[src/rtl/add_seq_ctrl_pkg.sv]
// Shared state encodings and index-width helper for the multi-precision add sequencer.
// Latency: n/a (types and constant functions only).
// Backpressure: n/a.
package add_seq_ctrl_pkg;

  typedef enum logic [1:0] {
    IDLE = 2'd0,
    RUN  = 2'd1,
    DONE = 2'd2
  } state_t;

  // Chunk index needs at least one bit, even when there is only one chunk.
  function automatic int idx_width(input int chunks);
    return (chunks > 1) ? $clog2(chunks) : 1;
  endfunction

endpackage

[src/rtl/add_seq_ctrl_add.sv]
// WIDTH-bit Add datapath: z = a + b + cin (mod 2^WIDTH), carry-out on cout[0].
// Latency: combinational.
// Backpressure: none.
module add_seq_ctrl_add #(
  parameter int WIDTH = 8
) (
  input  logic [WIDTH-1:0] a,
  input  logic [WIDTH-1:0] b,
  input  logic [WIDTH-1:0] cin,
  output logic [WIDTH-1:0] z,
  output logic [0:0]       cout
);

  logic [WIDTH:0] full_sum;

  assign full_sum = {1'b0, a} + {1'b0, b} + {1'b0, cin};
  assign z        = full_sum[WIDTH-1:0];
  assign cout     = full_sum[WIDTH];

endmodule

[src/rtl/add_seq_ctrl.sv]
// Multi-precision adder: WIDTH*CHUNKS-bit sum through one WIDTH-bit adder, LSB chunk first.
// Latency: start at T -> busy T+1..T+CHUNKS -> done pulse at T+CHUNKS+1.
// Backpressure: start is ignored (not queued) while busy; accepted in IDLE or DONE.
module add_seq_ctrl
  import add_seq_ctrl_pkg::*;
#(
  parameter int WIDTH  = 8,
  parameter int CHUNKS = 4
) (
  input  logic                    Clk,
  input  logic                    Rst,
  input  logic                    start,
  input  logic [WIDTH*CHUNKS-1:0] a,
  input  logic [WIDTH*CHUNKS-1:0] b,
  input  logic                    cin,
  output logic                    busy,
  output logic                    done,
  output logic [WIDTH*CHUNKS-1:0] sum,
  output logic                    cout
);

  localparam int TOTAL = WIDTH * CHUNKS;
  localparam int IDX_W = idx_width(CHUNKS);
  localparam logic [IDX_W-1:0] LAST_IDX = IDX_W'(CHUNKS - 1);

  state_t           state, state_nxt;
  logic [IDX_W-1:0] idx;
  logic [TOTAL-1:0] op_a, op_b, acc, acc_nxt;
  logic             carry;
  logic             accept, last;
  logic [WIDTH-1:0] add_a, add_b, add_z;
  logic [0:0]       add_cout;

  assign last  = (idx == LAST_IDX);
  assign busy  = (state == RUN);
  assign done  = (state == DONE);
  assign add_a = op_a[idx*WIDTH +: WIDTH];
  assign add_b = op_b[idx*WIDTH +: WIDTH];

  add_seq_ctrl_add #(.WIDTH(WIDTH)) u_add (
    .a    (add_a),
    .b    (add_b),
    .cin  (WIDTH'(carry)),
    .z    (add_z),
    .cout (add_cout)
  );

  always_comb begin
    state_nxt = state;
    accept    = 1'b0;
    acc_nxt   = acc;
    acc_nxt[idx*WIDTH +: WIDTH] = add_z;
    case (state)
      IDLE: begin
        if (start) begin
          accept    = 1'b1;
          state_nxt = RUN;
        end
      end
      RUN: begin
        if (last) state_nxt = DONE;
      end
      DONE: begin
        if (start) begin
          accept    = 1'b1;
          state_nxt = RUN;
        end else begin
          state_nxt = IDLE;
        end
      end
      default: state_nxt = IDLE;
    endcase
  end

  always_ff @(posedge Clk) begin
    if (Rst) begin
      state <= IDLE;
      idx   <= '0;
      op_a  <= '0;
      op_b  <= '0;
      acc   <= '0;
      carry <= 1'b0;
      sum   <= '0;
      cout  <= 1'b0;
    end else begin
      state <= state_nxt;
      if (accept) begin
        op_a  <= a;
        op_b  <= b;
        carry <= cin;
        idx   <= '0;
      end else if (state == RUN) begin
        acc   <= acc_nxt;
        carry <= add_cout[0];
        // Publish the merged final chunk so sum never shows a partial result.
        if (last) begin
          idx  <= '0;
          sum  <= acc_nxt;
          cout <= add_cout[0];
        end else begin
          idx <= idx + IDX_W'(1);
        end
      end
    end
  end

endmodule

[config.mk]
export PLATFORM = sky130hd
export DESIGN_NAME = add_seq_ctrl
export DESIGN_NICKNAME = d
export VERILOG_FILES = /design/src/rtl/add_seq_ctrl_pkg.sv /design/src/rtl/add_seq_ctrl_add.sv /design/src/rtl/add_seq_ctrl.sv
export SDC_FILE = /design/constraint.sdc
export NUM_CORES = 1
export LEC_CHECK = 0
export BUFFER_PORTS_ARGS = -buffer_cell sky130_fd_sc_hd__buf_2
export CORE_AREA = 2 2 119 132
export DETAILED_ROUTE_END_ITERATION = 8
export DIE_AREA = 0 0 121 134
export SLEW_MARGIN = 0
export SYNTH_ARGS = -nofsm -noshare
export SYNTH_HDL_FRONTEND = slang
export SYNTH_SLANG_ARGS = --single-unit
export TNS_END_PERCENT = 30
[constraint.sdc]
create_clock -name Clk -period 5.8 [get_ports Clk]
set_input_delay 0.87 -clock Clk [delete_from_list [all_inputs] [get_ports Clk]]
set_output_delay 0.87 -clock Clk [all_outputs]
set_load 0.01 [all_outputs]
==> flow_summary.toml <==
[outcome]
status = "finished, final reports clean"

[final_layout]
n_antenna_cell = 0
mostFrequentLayoutCells = "nand2_1, dfxtp_1, buf_2"
fin_nets = 830
mostFrequentLayoutCell = "nand2_1"
multi_input_area_um2 = 2930
syn_to_final_growth_pct = 21.2
fill_cells = 1447
drive_above_1_share = 0.222
area.sequential_um2 = 2680

[logic_synthesis]
synth_area_per_cell_um2 = 8.71
synthTopCellsByArea = "dfxtp_1, nand2_1, a21oi_1, mux4_2, a211oi_1"
synth_simple_gate_area_frac = 0.177
synth_fa_ha_area_frac = 0.0347
synth_top_area_frac = 0.459
netlist_instances = 670
synth_compound_area_frac = 0.217
async_flop_share = 0
synth_area_um2 = 5840
synth_top_cell_by_area = "dfxtp_1"
synth_sequential_area_ratio = 0.459
synth_top_family_by_area = "compound AO/OA/AOI/OAI gates"
synth_fp_nets = 753
synthDistinctLibCells = 57
synth_xor_xnor_area_share = 0.00729
synth_mux_area_frac = 0.0617
synth_edf_count = 0
ys_warn_count = 0
synth-main-ff-cell = "dfxtp_1"
ys_ff_latch = 134

[worst_setup_path]
cp_max_fo = 15
critPathMaxStageDelay_ns = 0.58
ff2ff_setup_slack_ns = 2.21
startpoint = "idx[0]"
arrival_ns = 3.94
path_buf_inv = 2
r2r-end = "sum[12]"
cpLargestDelayFamily = "compound AO/OA/AOI/OAI gates"
cpMostUsedCell = "fa_1"
r2r_cells = 10
crit_chain = "buf_4 -> mux4_2 -> fa_1 -> inv_1 -> fa_1 -> nand2b_1 -> a21o_1 -> a21boi_1 -> a221oi_1 -> nor2_1"
reg2reg_from = "idx[0]"
crit_type = "flip-flop to flip-flop"
startpoint_type = "flip-flop"
crit_path_top_delay_cell = "mux4_2"
critPathRequiredTime_ns = 6.15
cp.depth = 10
crit_path_end = "sum[12]"
cp-end-kind = "flip-flop"

[pwr]
power.density_nw_per_um2 = 332
switching_share = 0.244
p_total_w = 0.00235
comb_power_share = 0.103
p_sw_w = 0.000573
p_int_w = 0.00177
peakVddDrop_mv = 0.205
seqPwrFrac = 0.419
p_leak_nw = 2.81
pwr-share-clk = 0.477

[cts]
root_buffer = "clkbuf_16"
cts_setup_buffers = 0
h-tree-depth = 4
numCtsBuffers = 17
clock-sinks = 134
cts_resized = 0
cts_hold_buf = 0
cts.path.max_buffers = 2
clk_latency_ns = 0.42
cts_tree = "yes"
clk_pin_slew_ns = 0.06

[sta]
finalHoldViolations = 0
tightest_slew_ns = 1.21
fmaxAchievable_ghz = 0.278
fin_tns_setup_ns = 0
drv_slew = 0
setup_viol = 0
skew_ns = 0.00765
period_needed_ns = 3.59
maxSlewHeadroom = 0.193
post-route-period-util = 0.619
rsz0062_at_grt = "false"

[job]
max-cap-violations = 0

[die]
die_area_um2 = 16200
io_pins = 103
die_h_um = 134
fp-row-count = 47
die_width_um = 121
initial_core_util = 0.392
core_um2 = 14900

[route]
drt-initial-drc-count = 307
wl_met3_um = 890
met2WireLength_mm = 7.30
wl_met1_mm = 6.62
drtPass1Iterations = 4
dr.max_layer_used = "met4"
antenna_left = 0
vias = 5066
routedWlPerCell_um = 15.7
drc = 0
viasPerCell = 5.30
wl_mm = 15.1

[global_route]
grt_max_degree = 103
gr-total-overflow = 0
grt_pass1_wl_mm = 24.4
grt_use_total = 0.191
antenna_found_initial = 0
first_global_vias = 4953

[place]
place_congestion = 0.838
dpl.hpwl_mm = 10.3
portBuffers = 102

[hold_path]
min_path_type = "flip-flop to flip-flop"
## routing by layer
layer | vias up | global-route usage
met5 | - | 0
met4 | 0 | 0.0807
met3 | 20 | 0.0421
met2 | 161 | 0.315
met1 | 2357 | 0.241
li1 | 2528 | -
## state kept, by name, summed over array words and instances (netlist names)
name	flops
acc	32
carry	1
cout	1
idx	2
op_a	32
op_b	32
state	2
sum	32
## worst min-delay path: cells and delay by family, from the launching register on
family | cells | cell delay [ns]
compound gates | 1 | 0.05
flops | 1 | 0.31
simple gates | 1 | 0.05
## per-stage QoR
step / instances / hold slack (ns) / setup slack, ns / cell area [µm²] / utilization
6_report: 956 / 0.447 / 2.21 / 7080 / 0.476
5_1_grt: 956 / 0.467 / 1.96 / 7080 / 0.476
4_1_cts: 956 / 0.450 / 2.23 / 7080 / 0.476
3_5_place_dp: 924 / 0.443 / 2.24 / 6450 / 0.433
3_3_place_gp: 924 / 0.433 / 2.37 / 6450 / 0.433
2_1_floorplan: 670 / 0.421 / 2.93 / 5840 / -
## power by group through the flow
stage / Clock, W / Sequential, W / Combinational, W
floorplan: 0 / 0.000995 / 0.000173
global placement: 0 / 0.00100 / 0.000236
detailed placement: 0 / 0.00100 / 0.000241
CTS: 0.00113 / 0.000984 / 0.000243
global route: 0.00118 / 0.000988 / 0.000270
finish: 0.00112 / 0.000984 / 0.000243
## cell families (layout without fill, tap and decap cells)
family	after synthesis	in the layout
buffers and inverters	61	151
and+or+nand+nor	242	242
adders and majority gates	15	15
xor gates and xnor gates	4	4
muxes	16	16
AOI/OAI and AO/OA	198	198
DFF	134	134
## synth_stat cells, drive strengths merged, types with 2 or more instances
cell	instances
a211oi	25
a21boi	2
a21o	2
a21oi	99
a221oi	4
a22oi	12
a31oi	2
a32o	12
and3	12
and3b	2
buf	18
clkbuf	31
dfxtp	134
fa	2
ha	13
inv	11
mux4	16
nand2	148
nand2b	6
nand3	8
nand4	3
nor2	47
nor2b	6
nor3	2
nor3b	2
nor4	2
o211ai	2
o21ai	19
o221ai	4
o22ai	5
o32ai	3
xnor2	3
## final cells by class
class                   count  share of cell area
multi-input cells         475               0.413
flip-flops and latches    134               0.379
repair buffers            107              0.0778
clock buffers              21              0.0679
well taps                 196              0.0347
clock inverters            11              0.0209
inverters                  12             0.00636
## worst min-delay path by stage
| stage | slack (ns) | cells after the start | to | startpoint |
|---|---|---|---|---|
| 3_5_place_dp | 0.44 | 2 | acc[14] | acc[14] |
| 3_3_place_gp | 0.43 | 2 | acc[6] | acc[6] |
| 6_report | 0.45 | 2 | acc[30] | acc[30] |
| 5_1_grt | 0.47 | 2 | op_b[28] | op_b[28] |
| 4_1_cts | 0.45 | 2 | acc[14] | acc[14] |
| 2_1_floorplan | 0.42 | 2 | acc[30] | acc[30] |
Power figures use the tool's default switching activity.
